`config.mk`:
```
export PLATFORM = sky130hd
export DESIGN_NAME = record_byte_serializer
export DESIGN_NICKNAME = d
export VERILOG_FILES = /design/src/rtl/record_byte_serializer.sv
export SDC_FILE = /design/constraint.sdc
export NUM_CORES = 1
export LEC_CHECK = 0
export CAP_MARGIN = 10
export CORE_MARGIN = 4
export CORE_UTILIZATION = 35
export CTS_BUF_LIST = sky130_fd_sc_hd__clkbuf_8
export CTS_CLUSTER_SIZE = 12
export DETAILED_ROUTE_END_ITERATION = 10
export PLACE_DENSITY_LB_ADDON = 0.2
export RECOVER_POWER = 25
export SLEW_MARGIN = 20
export SYNTH_ARGS = -nofsm -noshare
export SYNTH_HDL_FRONTEND = slang
export SYNTH_SLANG_ARGS = --single-unit
```
`constraint.sdc`:
```
create_clock -name clk -period 2.8 [get_ports clk]
set_input_delay 0.28 -clock clk [delete_from_list [all_inputs] [get_ports clk]]
set_output_delay 0.28 -clock clk [all_outputs]
set_load 0.02 [all_outputs]
```
`src/rtl/record_byte_serializer.sv`:
```
// record_byte_serializer
// Accepts one typed record (kind, tag, payload) per input handshake and
// emits it as a framed byte stream: tag, header {kind, len}, then len
// payload bytes least-significant first. Reserved kinds are consumed,
// dropped and counted.
//
// Ports:
//   clk, rst        - clock, synchronous active-high reset
//   in_valid/ready  - record handshake
//   in_kind         - 0=NULL, 1=BYTE, 2=INT, 3=RSVD
//   in_tag          - record tag byte
//   in_data         - payload, byte 0 in bits [7:0]
//   out_valid/ready - byte handshake
//   out_byte        - stream byte
//   out_last        - final byte of the frame
//   err_count       - dropped reserved records, saturating at 255
module record_byte_serializer #(
    parameter int unsigned DATA_BYTES = 4
) (
    input  logic                    clk,
    input  logic                    rst,
    input  logic                    in_valid,
    output logic                    in_ready,
    input  logic [1:0]              in_kind,
    input  logic [7:0]              in_tag,
    input  logic [8*DATA_BYTES-1:0] in_data,
    output logic                    out_valid,
    input  logic                    out_ready,
    output logic [7:0]              out_byte,
    output logic                    out_last,
    output logic [7:0]              err_count
);

    localparam int unsigned DW      = 8 * DATA_BYTES;
    localparam logic [5:0]  INT_LEN = 6'(DATA_BYTES);

    localparam logic [1:0] K_NULL = 2'd0;
    localparam logic [1:0] K_BYTE = 2'd1;
    localparam logic [1:0] K_INT  = 2'd2;
    localparam logic [1:0] K_RSVD = 2'd3;

    typedef enum logic [1:0] {
        IDLE    = 2'd0,
        TAG     = 2'd1,
        HDR     = 2'd2,
        PAYLOAD = 2'd3
    } state_t;

    state_t          state;
    logic [1:0]      hold_kind;
    logic [7:0]      hold_tag;
    logic [DW-1:0]   hold_data;
    logic [5:0]      hold_len;
    logic [5:0]      idx;

    // Payload length implied by the record kind.
    function automatic logic [5:0] len_of(input logic [1:0] kind);
        case (kind)
            K_NULL:  len_of = 6'd0;
            K_BYTE:  len_of = 6'd1;
            K_INT:   len_of = INT_LEN;
            default: len_of = 6'd0;
        endcase
    endfunction

    // Select payload byte i (byte 0 = least significant).
    function automatic logic [7:0] data_byte(input logic [DW-1:0] d, input logic [5:0] i);
        data_byte = 8'(d >> {i, 3'b000});
    endfunction

    // Ready is gated by rst so nothing is accepted in a reset cycle.
    assign in_ready = (state == IDLE) && !rst;

    // Frame sequencer; every output update is staged one cycle ahead so the
    // outputs come straight from flops and hold until their handshake.
    always_ff @(posedge clk) begin
        if (rst) begin
            state     <= IDLE;
            out_valid <= 1'b0;
            out_byte  <= 8'h00;
            out_last  <= 1'b0;
            err_count <= 8'h00;
            hold_kind <= 2'd0;
            hold_tag  <= 8'h00;
            hold_data <= '0;
            hold_len  <= 6'd0;
            idx       <= 6'd0;
        end else begin
            case (state)
                IDLE: begin
                    if (in_valid) begin
                        if (in_kind == K_RSVD) begin
                            if (err_count != 8'hFF) begin
                                err_count <= err_count + 8'd1;
                            end
                        end else begin
                            hold_kind <= in_kind;
                            hold_tag  <= in_tag;
                            hold_data <= in_data;
                            hold_len  <= len_of(in_kind);
                            out_valid <= 1'b1;
                            out_byte  <= in_tag;
                            out_last  <= 1'b0;
                            state     <= TAG;
                        end
                    end
                end
                TAG: begin
                    if (out_ready) begin
                        out_byte <= {hold_kind, hold_len};
                        out_last <= (hold_len == 6'd0);
                        state    <= HDR;
                    end
                end
                HDR: begin
                    if (out_ready) begin
                        if (hold_len == 6'd0) begin
                            out_valid <= 1'b0;
                            out_last  <= 1'b0;
                            state     <= IDLE;
                        end else begin
                            idx      <= 6'd0;
                            out_byte <= data_byte(hold_data, 6'd0);
                            out_last <= (hold_len == 6'd1);
                            state    <= PAYLOAD;
                        end
                    end
                end
                PAYLOAD: begin
                    if (out_ready) begin
                        if (out_last) begin
                            out_valid <= 1'b0;
                            out_last  <= 1'b0;
                            state     <= IDLE;
                        end else begin
                            idx      <= idx + 6'd1;
                            out_byte <= data_byte(hold_data, idx + 6'd1);
                            out_last <= ((idx + 6'd2) == hold_len);
                        end
                    end
                end
                default: state <= IDLE;
            endcase
        end
    end

    // hold_tag is kept for debug visibility of the in-flight record.
    logic unused_ok;
    assign unused_ok = ^hold_tag;

endmodule
```
==> impl.org <==
** Setup path
- Along the worst path, the maximum fanout reaches 8.
- Worst reg2reg path startpoint :: idx[2]
- For this run, the slowest stage of the critical path takes approximately 0.56 ns.
- Data on the critical path is required at its endpoint by a little over 3 ns.
- Endpoint class of the critical path :: flip-flop
- WS Path Type :: flip-flop to flip-flop
- Across all register-to-register paths, the minimum setup slack is slightly above 0.5 ns.
- In this run the critical register-to-register path is captured at out_byte[1].
- Slowest cell on the critical path :: sky130_fd_sc_hd__a2111oi_4
- STA classifies the critical path startpoint as a flip-flop.
- Gate family responsible for the most delay along the worst path :: compound AO/OA/AOI/OAI gates
- For the worst flop-to-flop path, the logic depth is 6.
- Together, buffers and inverters on the worst path number 0.
- Walking the worst path, the cells encountered are ha_1 -> nand3_1 -> or3_4 -> a2111oi_4 -> a221oi_1 -> nor4_1.
- Data arrival time of the critical path :: between 2 and 3 ns

** CTS
- Sink count of the clock tree :: between 60 and 70
- Number of instances resized during post-cts repair :: 0
- TritonCTS built the clock tree.
- Number of buffers inserted for hold repair after clock tree synthesis :: 0
- The clock reaches the later pin of the worst-skew pair after roughly 0.34 ns.
- Root buf cell :: sky130_fd_sc_hd__clkbuf_8
- Clock-pin slew was measured on the worst setup and hold paths at approximately 0.07 ns.
- H-Tree Level Count :: 3
- In this run the deepest clock path goes through 2 buffers.
- Clock tree synthesis inserted a total of 9 buffers.
- Post-CTS timing repair inserted 0 buffers for setup.

** Placed design
- Minimum setup slack after placement :: 0.522 ns
- Cell count after placement :: ~510
- Summing all placed instances gives a cell area of between 0.003 and 0.004 mm^2.
- Routability-driven placement finished with a final weighted congestion of between 0.7 and 0.8.
- The count of buffers added on input and output ports is 64.
- HPWL Detailed :: about 5.4 mm

** Final layout
- The area growth from synthesis to layout is 28.8%.
- In the final layout, the share of cells above drive strength 1 is 8.00%.
- 0 antenna diodes ended up in the layout.
- At the end of the flow, the number of nets in the layout was roughly 470.
- Final non-filler cell total :: 530
- Commonest non-fill, non-tap cell in the layout :: sky130_fd_sc_hd__nand2_1
- After routing the design area is 0.00395 mm^2.
- Number of filler cells placed in the layout :: between 800 and 900
- The library cells used most frequently in the layout, excluding fill and tap cells, are sky130_fd_sc_hd__nand2_1 (91), sky130_fd_sc_hd__dfxtp_1 (62), sky130_fd_sc_hd__a21oi_1 (50).

** Global route
- Largest net degree at the start of global routing :: between 60 and 70
- The number of antenna violations at the first check in global routing was 0.
- The number of global-route vias before repair was approximately 2600.
- The first global-routing pass estimated about 13 mm of wire.
- Global route total overflow :: 0
- In the global route stage, overall resource usage came out at 15.5%.

** Drt
- Routed wirelength normalized by instance count :: 14.3 um
- Detailed-route via count :: roughly 2700
- Final WL :: 7.59 mm
- In this run, the number of DRC markers left after iteration 0 of detailed routing was approximately 170.
- The first detailed-routing pass ran for 4 iterations.
- Vias per Instance :: 5.05
- Number of remaining DRC errors :: 0
- In this run the remaining antenna-violating nets after routing total 0.

** Floorplanning
- Die Y-Extent :: 102 um
- Core footprint :: 0.00838 mm^2
- Row generation in the floorplan step produced 33 rows.
- For this configuration, the core starts out at a cell density of 36.5%.
- The die is around 100 um wide.
- In this run the count of I/O pins placed on the die edge is 65.
- Floorplan die area :: approximately 0.010 mm^2

** Synthesis
- After synthesis, flip-flops and latches occupy between 40% and 50% of the total area.
- EDFF count, synth :: 0
- Netlist Area Pre-Place :: slightly above 0.003 mm^2
- In the synthesized netlist the dominant register cell turns out to be sky130_fd_sc_hd__dfxtp_1.
- Of all cell types, the one taking the most synthesized area is sky130_fd_sc_hd__dfxtp_1.
- Of the total synthesized cell area, the portion taken by AND, OR, NAND and NOR gates is roughly a quarter.
- The synthesized design contains 62 register bits.
- Share of cell area taken by muxes after synthesis :: under 10%
- The average instance in the mapped netlist occupies between 8 and 9 um^2.
- Summing the areas of all compound-gate instances in the mapped netlist gives between 10 and 15% of the synthesized area.
- Area share of the leading cell type in the synthesized netlist :: 40.5%
- Share of synthesized flip-flops with an asynchronous set or reset :: 0%
- Dominant cells by area after synthesis :: sky130_fd_sc_hd__dfxtp_1 (41%), sky130_fd_sc_hd__nand2_1 (11%), sky130_fd_sc_hd__a21oi_1 (8.2%)
- Cells after synthesis :: about 370
- After Yosys synthesis, XOR and XNOR cells account for between 3 and 4% of the synthesized area.
- Yosys printed 0 warnings.
- The netlist uses between 40 and 50 different library cells.
- Combinational family with the most area after synthesis :: simple AND/OR/NAND/NOR gates
- The number of nets handed over by synthesis was 416.
- Of the total synthesized cell area, the portion taken by full adders, half adders and majority gates is roughly 1.2%.

** STA
- Final clock period utilization by the worst path :: between 80% and 90%
- For the pin with the worst max-slew slack, the measured transition is around 0.75 ns.
- The total count of max-transition violations in the final report came to 0.
- Number of setup violations in the final report :: 0
- Setup repair after global routing left no endpoint under its margin.
- Once routing completed, OpenROAD measured the worst setup slack at 0.517 ns.
- Peak clock frequency supported by timing :: roughly 440 MHz
- The number of hold-slack violations in the final timing report came to 0.
- Tightest slew margin relative to the limit :: 50.0%
- Hold slack :: 0.454 ns
- Minimum clock period after layout :: 2.28 ns
- Final setup TNS :: 0 ns
- Worst Clk Skew :: 0.00713 ns

** Power and ir drop
- In this run the power density over the cells is roughly 640 mW/mm^2.
- Clock Power Share :: 42.0%
- Comb pwr share :: 18.0%
- Cell internal power was estimated by the tool at 1.84 mW.
- Switching power as a share of total power :: a little over a quarter
- Summed over all nets, the switching power comes to between 0.6 and 0.7 mW.
- VDD IR-drop max :: approximately 0.25 mV
- Leakage component of the power :: 1.51 nW
- Flop pwr share :: 40.1%

** Run
- The tool flagged a number of max-cap violations equal to 0.

** Status
- The run finished with clean final reports.

** Hold path
- The min-delay analysis places its worst path in the category flip-flop to flip-flop.
- In this run the most critical hold path is launched from hold_kind[0].
- The path with the worst hold slack has its endpoint at hold_kind[0].
- Along the worst hold path, the cell count comes to 2.
-- how the worst max path moves through the flow --
stage               slack [ns]     endpoint     start  cells after the start
global placement          0.59  out_byte[6]  in_valid                      6
CTS                       0.51  out_byte[4]    idx[2]                      6
finish                    0.52  out_byte[1]    idx[2]                      6
floorplan                 0.74  out_byte[0]    idx[0]                      6
global route              0.25  out_byte[1]    idx[2]                      6
detailed placement        0.52  out_byte[6]  in_valid                      6
-- power by group through the flow --
stage               sequential, mW  combinational [mW]  clock [mW]
floorplan                     1.04               0.283           0
global placement              1.03               0.459           0
detailed placement            1.03               0.464           0
CTS                           1.01               0.465        1.08
global route                  1.02               0.500        1.12
finish                        1.01               0.452        1.06
-- final cells by class --
type / instances / area (um^2) / area share [%]
clock buffers: 9 / 124 / 3.14
clock inverters: 7 / 145 / 3.68
inverters: 4 / 15.0 / 0.381
multi-input cells: 273 / 1610 / 40.8
flip-flops and latches: 62 / 1240 / 31.5
well taps: 105 / 131 / 3.33
repair buffers: 70 / 678 / 17.2
-- sequential cells by signal, indices dropped and copies added, names as in the netlist --
signal	cells
err_count	8
hold_data	32
hold_kind	2
hold_len	2
idx	6
out_byte	8
out_last	1
out_valid	1
state	2
-- per-layer routing --
layer / global-route usage, % / part of all wire, %
met5: 0 / 0
met1: 21.1 / 47
met4: 4.70 / 1.1
met2: 23.1 / 45
met3: 5.23 / 6.5
-- worst register-to-register path, delay by kind of cell, from the launching register on --
family | cells | cell delay, ns
fa+ha+maj | 1 | 0.30
simple gates | 3 | 0.72
flops | 1 | 0.46
compound gates | 2 | 0.72
-- synthesized netlist by cell type (2+ instances only) --
cell type                  count
sky130_fd_sc_hd__nor2_1       27
sky130_fd_sc_hd__dfxtp_1      62
sky130_fd_sc_hd__a21oi_1      50
sky130_fd_sc_hd__nor3_1       12
sky130_fd_sc_hd__clkbuf_1     17
sky130_fd_sc_hd__or2b_1        2
sky130_fd_sc_hd__and3_1        2
sky130_fd_sc_hd__mux4_2        3
sky130_fd_sc_hd__or3_1         2
sky130_fd_sc_hd__xor2_1       11
sky130_fd_sc_hd__xnor2_1       2
sky130_fd_sc_hd__nand4_1       8
sky130_fd_sc_hd__mux4_1        5
sky130_fd_sc_hd__nor3b_1       2
sky130_fd_sc_hd__buf_6         4
sky130_fd_sc_hd__clkbuf_8      6
sky130_fd_sc_hd__o22ai_1       4
sky130_fd_sc_hd__and2_1        3
sky130_fd_sc_hd__and2b_2       2
sky130_fd_sc_hd__o21ai_0       4
sky130_fd_sc_hd__a211oi_1      3
sky130_fd_sc_hd__nand2_1      91
sky130_fd_sc_hd__a221oi_1      5
sky130_fd_sc_hd__nor4_1        5
sky130_fd_sc_hd__nand3_1       7
sky130_fd_sc_hd__ha_1          3
sky130_fd_sc_hd__mux2i_1       4
sky130_fd_sc_hd__inv_1         4
-- stage by stage --
step           util [%]  power [mW]
6_report           47.1        2.52
3_5_place_dp       43.9        1.49
3_3_place_gp       43.9        1.49
5_1_grt            47.1        2.64
4_1_cts            47.1        2.56
2_1_floorplan         -        1.32
-- cells by family (layout without fill, tap and decap cells) --
| family | Yosys count | after routing |
|---|---|---|
| AO/OA/AOI/OAI | 73 | 73 |
| XOR/XNOR | 13 | 13 |
| adder cells (fa/ha/maj) | 3 | 3 |
| buffers and inverters | 32 | 90 |
| flip-flops | 62 | 62 |
| multiplexers | 12 | 12 |
| AND/OR/NAND/NOR | 172 | 172 |
Note: power is estimated with default switching activity, not from simulation.
